===== src/rtl/seg7_pkg.sv =====
// Shared constants, decode table and FSM state type for the 8-digit
// multiplexed 7-segment display driver.
package seg7_pkg;

  localparam int NUM_DIGITS = 8;
  localparam logic [7:0] SEG_BLANK = 8'hFF;
  localparam logic [7:0] AN_OFF = 8'hFF;

  // Active-low {g,f,e,d,c,b,a} patterns; entry 0 is the rightmost element.
  localparam logic [15:0][6:0] SEG7_TABLE = {
    7'h0E, 7'h06, 7'h21, 7'h46, 7'h03, 7'h08, 7'h10, 7'h00,
    7'h78, 7'h02, 7'h12, 7'h19, 7'h30, 7'h24, 7'h79, 7'h40
  };

  typedef enum logic {ST_GUARD, ST_ON} state_e;

  function automatic logic [7:0] anode_sel(input logic [2:0] idx);
    return ~(8'h01 << idx);
  endfunction

endpackage


===== src/rtl/hex_to_seg7.sv =====
// Combinational hex nibble to active-low 7-segment pattern (no decimal point).
module hex_to_seg7
  import seg7_pkg::*;
(
  input  logic [3:0] nibble,
  output logic [6:0] seg_n
);

  assign seg_n = SEG7_TABLE[nibble];

endmodule


===== src/rtl/seg7_scan_demux.sv =====
// Time-division driver for an 8-digit common-anode display: shadow registers,
// guard/on scan FSM and registered active-low anode/segment outputs.
module seg7_scan_demux
  import seg7_pkg::*;
#(
  parameter int ON_CYC    = 50000,
  parameter int GUARD_CYC = 500
) (
  input  logic        clk,
  input  logic        rst,
  input  logic        update,
  input  logic [31:0] hex_data,
  input  logic [7:0]  point,
  input  logic [7:0]  blank,
  output logic [7:0]  AN,
  output logic [7:0]  SEGMENT
);

  localparam int MAX_CYC = (ON_CYC > GUARD_CYC) ? ON_CYC : GUARD_CYC;
  localparam int CNT_W   = (MAX_CYC > 1) ? $clog2(MAX_CYC) : 1;
  localparam int IDX_W   = $clog2(NUM_DIGITS);
  localparam logic [CNT_W-1:0] ON_LAST    = CNT_W'(ON_CYC - 1);
  localparam logic [CNT_W-1:0] GUARD_LAST = CNT_W'(GUARD_CYC - 1);

  logic [31:0]      sh_hex_q, sh_hex_d;
  logic [7:0]       sh_pt_q, sh_pt_d;
  logic [7:0]       sh_blk_q, sh_blk_d;
  state_e           state_q, state_d;
  logic [CNT_W-1:0] cnt_q, cnt_d;
  logic [IDX_W-1:0] idx_q, idx_d;
  logic [7:0]       seg_q, seg_d;
  logic [7:0]       lit_an_q, lit_an_d;
  logic [7:0]       an_q, an_d;
  logic [7:0]       segment_q, segment_d;
  logic [6:0]       dec_seg;

  hex_to_seg7 u_dec (
    .nibble (sh_hex_q[{idx_q, 2'b00} +: 4]),
    .seg_n  (dec_seg)
  );

  always_comb begin
    sh_hex_d  = sh_hex_q;
    sh_pt_d   = sh_pt_q;
    sh_blk_d  = sh_blk_q;
    state_d   = state_q;
    cnt_d     = cnt_q + 1'b1;
    idx_d     = idx_q;
    seg_d     = seg_q;
    lit_an_d  = lit_an_q;
    an_d      = AN_OFF;
    segment_d = SEG_BLANK;

    if (update) begin
      sh_hex_d = hex_data;
      sh_pt_d  = point;
      sh_blk_d = blank;
    end

    // Pattern and anode are frozen on entry to ON so a lit digit never changes.
    case (state_q)
      ST_GUARD: begin
        if (cnt_q == GUARD_LAST) begin
          state_d  = ST_ON;
          cnt_d    = '0;
          seg_d    = {~sh_pt_q[idx_q], dec_seg};
          lit_an_d = sh_blk_q[idx_q] ? AN_OFF : anode_sel(idx_q);
        end
      end
      ST_ON: begin
        an_d      = lit_an_q;
        segment_d = seg_q;
        if (cnt_q == ON_LAST) begin
          state_d = ST_GUARD;
          cnt_d   = '0;
          idx_d   = idx_q + 1'b1;
        end
      end
      default: begin
        state_d = ST_GUARD;
        cnt_d   = '0;
      end
    endcase
  end

  always_ff @(posedge clk) begin
    if (rst) begin
      sh_hex_q  <= '0;
      sh_pt_q   <= '0;
      sh_blk_q  <= '0;
      state_q   <= ST_GUARD;
      cnt_q     <= '0;
      idx_q     <= '0;
      an_q      <= AN_OFF;
      segment_q <= SEG_BLANK;
    end else begin
      sh_hex_q  <= sh_hex_d;
      sh_pt_q   <= sh_pt_d;
      sh_blk_q  <= sh_blk_d;
      state_q   <= state_d;
      cnt_q     <= cnt_d;
      idx_q     <= idx_d;
      an_q      <= an_d;
      segment_q <= segment_d;
    end
  end

  // Latched digit data is only consumed in ON, which is always entered via a latch.
  always_ff @(posedge clk) begin
    seg_q    <= seg_d;
    lit_an_q <= lit_an_d;
  end

  assign AN      = an_q;
  assign SEGMENT = segment_q;

endmodule


===== config.mk =====
export PLATFORM = sky130hd
export DESIGN_NAME = seg7_scan_demux
export DESIGN_NICKNAME = d
export VERILOG_FILES = /design/src/rtl/seg7_pkg.sv /design/src/rtl/hex_to_seg7.sv /design/src/rtl/seg7_scan_demux.sv
export SDC_FILE = /design/constraint.sdc
export NUM_CORES = 1
export LEC_CHECK = 0
export ABC_AREA = 1
export ABC_CLOCK_PERIOD_IN_PS = 2350
export CAP_MARGIN = 20
export CORE_ASPECT_RATIO = 0.75
export CORE_MARGIN = 5
export CORE_UTILIZATION = 56
export CTS_BUF_LIST = sky130_fd_sc_hd__clkbuf_8
export DETAILED_ROUTE_END_ITERATION = 7
export GPL_TIMING_DRIVEN = 1
export HOLD_SLACK_MARGIN = 0.05
export PLACE_DENSITY = 0.78
export SETUP_SLACK_MARGIN = 0.15
export SLEW_MARGIN = 5
export SYNTH_ARGS = -nofsm -noshare
export SYNTH_HDL_FRONTEND = slang
export SYNTH_SLANG_ARGS = --single-unit
export TNS_END_PERCENT = 50

===== constraint.sdc =====
create_clock -name clk -period 2.35 [get_ports clk]
set_clock_uncertainty 0.2 [all_clocks]
set_input_delay 0.3525 -clock clk [delete_from_list [all_inputs] [get_ports clk]]
set_output_delay 0.3525 -clock clk [all_outputs]
set_load 0.005 [all_outputs]

### Word level (Yosys, flattened, before mapping)

Memory sizes are Yosys's and may differ from the RTL's. A register that Yosys moved wholly into a read port is not among the register bits.
Index checks and enable logic that the tools add are counted.
W data, S select, Z words.

| cells by class | value |
|---|---|
| add/subtract/negate cells | 2 |
| order comparisons | 2 |
| eq/ne operators | 2 |
| shifts and indexed selects | 2 |
| multiplexer cells | 11 |
| bitwise logic cells | 3 |
| reduce and logical (&&, ||, !) cells | 3 |

Operators by type and width:

| operator | number |
|---|---|
| $mux W16 | 2 |
| $pmux W16 S2 | 1 |
| $shiftx A32 B6 Y4 | 1 |
| $add A16 B1 Y16 const B | 1 |
| $eq A16 B16 Y1 const B | 1 |
| $eq A16 B9 Y1 const B | 1 |
| $not A8 Y8 | 1 |
| $shl A1 B3 Y8 const A | 1 |
| $mux W7 | 1 |
| $bmux W1 S3 | 2 |
| $lt A4 B5 Y1 const B | 1 |
| $lt A3 B4 Y1 const B | 1 |
| $mux W1 | 4 |
| $reduce_and A2 Y1 | 2 |
| $add A3 B1 Y3 const B | 1 |
| $not A1 Y1 | 2 |
| $pmux W1 S2 | 1 |
| $reduce_or A2 Y1 | 1 |

| word-level totals | value |
|---|---|
| register bits after elaboration | 100 |
| memory bits (read-only) | 112 |
| output and inout port bits | 16 |
| word-level logic and storage cells | 36 |
| memories | 1 |

Memory list:

| name | words | width | read ports | clocked after Yosys merged registers in | write ports | line | source |
|---|---|---|---|---|---|---|---|
| (no name shown) | 16 | 7 | 1 | 1 | 0 | hex_to_seg7.sv:9 | `assign seg_n = SEG7_TABLE[nibble];` |

### Logic depth before layout (Yosys ltp)

| logic depth | value |
|---|---|
| depth in word-level cells | 3 |
| mapped depth | 13 |

### By module

A second synthesis with hierarchy kept.

| second synthesis, totals | value |
|---|---|
| cell total of the unflattened synthesis | 596 |
| area, all modules | 4446.8 um^2 |

Modules (own cells, without submodules):

| module | instances | cells an instance | area each (um^2) | sequential area each (um^2) |
|---|---|---|---|---|
| seg7_scan_demux | 1 | 544 | 4166.5 | 2162.1 |
| hex_to_seg7 | 1 | 52 | 280.3 | 0.0 |

### Worst setup path after synthesis

Ideal clock, no wire load.

| timing path | value |
|---|---|
| path type | register -> register |
| from | register idx_q[0] |
| to | register seg_q[5], data pin |
| setup time | 252 ps |
| arrival time | 1484 ps |
| required time | 1898 ps |
| setup slack | 413 ps |
| stages on the path, launching flop included | 14 |
| path through | dfxtp_1 buf_6 inv_4 buf_6 nand2_1 nand3_1 nand3_1 nand2_1 inv_1 ha_1 nand3_1 nand2_1 nand2_1 nand2_1 |

| between the ends | value |
|---|---|
| longest elaborated chain between the ends | 1 |

RTL lines:

| what | line | source |
|---|---|---|
| start, declared | seg7_scan_demux.sv:30 | `logic [IDX_W-1:0] idx_q, idx_d;` |
| start signal, assigned | seg7_scan_demux.sv:102 | `idx_q <= idx_d;` |
| $shiftx A32 B6 Y4 | seg7_scan_demux.sv:38 | `.nibble (sh_hex_q[{idx_q, 2'b00} +: 4]),` |
| end, declared | seg7_scan_demux.sv:31 | `logic [7:0] seg_q, seg_d;` |

No other way between the ends.
A chain may end at the register's enable or synchronous reset.

### Worst setup path in the final report

| timing path | value |
|---|---|
| from | register idx_q[1] |
| to | register seg_q[5], data pin |

The elaborated chain is that of the path after synthesis.

==> qor.yml <==
place_hpwl_mm: 6.816
rrSetupSlack_ns: 0.29
critical-path-max-stage-delay_ns: 0.53
fp.dieArea_um2: 9876
routed_wire_length_per_instance_um: 12.18
final_min_period_over_clock_period_pct: 87.49
tritoncts: "done"
grt_busiest_layer: "met2"
vdd_ir_drop_max_mv: 0.3043
post_drt_via_cell_ratio: 5.011
port-buffer-count: 66
netSwitchingPower_w: 0.0007588
ys_ff_latch: 100
setup.worst_path.class: "flop to flop"
fp-row-count: 28
grt_use_met3_pct: 5.208
p_sw_share_pct: 24.58
final_hold_viol_count: 0
critPathMaxFanout: 9
synthesis.yosys.warnings: 0
drive_gt1_share_pct: 7.907
tritoncts_num_sinks: 100
drc: 0
critical_path.endpoint_type: "flop"
critical-path-top-delay-family: "simple AND/OR/NAND/NOR gates"
post-synth-top-area-fraction_pct: 37.67
areaGrowthSynthToFinish_pct: 20.85
design.final.nets: 703
combPwrFrac_pct: 10.1
grt_setup_unrepaired: "yes"
antennaDiodeCount: 0
globalplace.congestion: 0.9591
crit_buf_inv: 2
timing.final.max_slew_violations: 0
ant_nets: 0
die_h_um: 87.33
reg2reg_from: "idx_q[1]$_SDFFE_PP0P_"
setup_tns_ns: 0
synth-seq-area-share_pct: 48.43
combined_global_route_utilization_of_all_metal_layers_pct: 19.40
max_cap_viols: 0
synth_cells: 576
crit_chain: "inv_2 -> nand3_1 -> nand3_1 -> nand2_1 -> inv_1 -> ha_1 -> nand3_1 -> nand2_1 -> nand2_1 -> nand2_1"
core-area_um2: 7848
cells_taking_the_most_area_after_synthesis: "sky130_fd_sc_hd__dfxtp_1, sky130_fd_sc_hd__edfxtp_1, sky130_fd_sc_hd__nand2_1"
antenna_found_initial: 0
syn_nets: 639
synth_top_cells_by_count: "sky130_fd_sc_hd__nand2_1, sky130_fd_sc_hd__nor2_1, sky130_fd_sc_hd__dfxtp_1, sky130_fd_sc_hd__inv_1, sky130_fd_sc_hd__nand3_1"
leakage_nw: 2.242
cts_buffers: 9
synth_edf_count: 16
cts_hold_repair.buffers: 0
drt_pre_antenna_iters: 5
outcome: "complete, no violations"
met1_usage_pct: 26.27
drt_iter0_drc: 147
worst_hold_slack_ns: 0.2337
pin_count_of_the_biggest_net_entering_global_routing: 63
grt_pass1_vias: 3563
r2r-end: "seg_q[5]$_DFFE_PP_"
synth_area_leader_cell: "sky130_fd_sc_hd__dfxtp_1"
seq_power_share_pct: 59.0
cellInternalPower_w: 0.002329
syn_area_um2: 4464
clk_transition_reported_paths_ns: 0.09
initial_utilization_pct: 56.89
worstHoldStart: "lit_an_q[3]$_SDFFCE_PP1P_"
total_via_count_in_the_routed_design: 3758
fmax_mhz: 486.4
cts-htree-levels: 3
cts.path.max_buffers: 2
clkLatencyLatePin_ns: 0.36
gr-usage-met2_pct: 31.08
dominantRegCellSynth: "sky130_fd_sc_hd__dfxtp_1"
path_common_cell: "sky130_fd_sc_hd__nand2_1"
top_level_ports: 67
cell_with_the_largest_stage_delay_on_the_worst_path: "sky130_fd_sc_hd__dfxtp_1"
postSynth.asyncResetShare_pct: 0
final_setup_fails: 0
min_to: "AN[3]$_SDFF_PP1_"
post-synth-top-count-cell: "sky130_fd_sc_hd__nand2_1"
grt_first_pass_wirelength_mm: 15.69
synthesis.area_per_instance_um2: 7.750
chipWidth_um: 113.1
final_period_minus_worst_setup_slack_ns: 2.056
critPathArrivalTime_ns: 1.98
worstHoldPathCells: 2
hold_crit_class: "flop to flop"
start_kind: "flop"
worst-slew-pin-transition_ns: 0.3445
globalRouteOverflowTotal: 0
share_clk_of_total_power_pct: 30.8
drt_wl_total_mm: 9.134
worst_slew_margin_rel_pct: 77.01
synth_cell_type_count: 33
ctsRootBufferMaster: "sky130_fd_sc_hd__clkbuf_8"
timing.reg2reg.worst_path_depth: 10
power.density_cell_area_nw_per_um2: 572.3
timing.critical_path.required_ns: 2.27
-- cell usage in the layout (no fill, tap or decap), drive strengths merged --
master	count
clkbuf	9
ha	12
clkinvlp	1
nand3b	1
xnor2	4
nor2	96
buf	12
clkdlybuf4s50	66
a31oi	1
a21oi	30
nand2	114
o21ai	54
edfxtp	16
xor2	7
clkinv	5
a32oi	1
nand3	59
inv	65
nand4	4
nor3	4
dfxtp	84
-- repair_timing --
action / CTS / global route
resized for setup: 1 / 1
setup buffers: 0 / 0
setup endpoints to repair: 2 / 5
endpoints found under the hold margin: 0 / 0
-- sequential cells by signal, summed over array words and instances (netlist names) --
signal,count
AN,8
SEGMENT,8
cnt_q,16
idx_q,3
lit_an_q,8
seg_q,8
sh_blk_q,8
sh_hex_q,32
sh_pt_q,8
state_q,1
-- final cells by class --
type	count	area (um^2)
fillers	669	2452
flip-flops and latches	100	2166
multi-input cells	387	1912
repair buffers	78	775.7
inverters	64	242.7
well taps	105	131.4
clock buffers	9	123.9
clock inverters	7	43.79
-- tightest hold or removal path: stages (launching register included) --
cell,delay (ns)
sky130_fd_sc_hd__edfxtp_1,0.33
sky130_fd_sc_hd__inv_1,0.04
sky130_fd_sc_hd__nand2_1,0.05
-- metal layers --
layer	part of all wire (%)	up-vias	routed length, um
met5	0	-	0
met4	1.0	0	94
met3	5.7	10	522
met2	44	99	4054
met1	49	1673	4463
li1	-	1976	-
-- power groups by stage --
stage | combinational, W | sequential (W) | clock [W]
2_1_floorplan | 0.000180 | 0.00186 | 0
3_3_place_gp | 0.000304 | 0.00186 | 0
3_5_place_dp | 0.000311 | 0.00186 | 0
4_1_cts | 0.000313 | 0.00182 | 0.000978
5_1_grt | 0.000358 | 0.00183 | 0.00105
6_report | 0.000313 | 0.00182 | 0.000952
-- logic make-up after synthesis --
kind of cell | after synthesis | synth area share [%]
simple gates | 278 | 27.13
flops | 100 | 48.43
buf+inv | 89 | 8.744
compound gates | 86 | 10.17
fa+ha+maj | 12 | 3.363
xor+xnor | 11 | 2.158
-- through the flow --
stage / utilization [%] / area (um^2) / power [W] / std cells / setup WS [ns]
after floorplan: - / 4464 / 0.002035 / 576 / 0.4133
after CTS: 68.72 / 5393 / 0.003115 / 750 / 0.3131
after global routing: 68.75 / 5395 / 0.003237 / 750 / 0.1306
after detailed placement: 66.57 / 5224 / 0.002174 / 734 / 0.1665
final: 68.75 / 5395 / 0.003087 / 750 / 0.2939
after global placement: 66.57 / 5224 / 0.002166 / 734 / 0.2235
-- worst max-delay path by stage --
stage / depth (start not counted) / endpoint / start
3_5_place_dp: 10 / seg_q[0]$_DFFE_PP_ / idx_q[0]$_SDFFE_PP0P_
6_report: 10 / seg_q[5]$_DFFE_PP_ / idx_q[1]$_SDFFE_PP0P_
4_1_cts: 11 / seg_q[5]$_DFFE_PP_ / idx_q[0]$_SDFFE_PP0P_
5_1_grt: 11 / seg_q[5]$_DFFE_PP_ / idx_q[0]$_SDFFE_PP0P_
2_1_floorplan: 13 / seg_q[5]$_DFFE_PP_ / idx_q[0]$_SDFFE_PP0P_
3_3_place_gp: 9 / seg_q[3]$_DFFE_PP_ / idx_q[0]$_SDFFE_PP0P_
(Power assumes the default switching activity.)
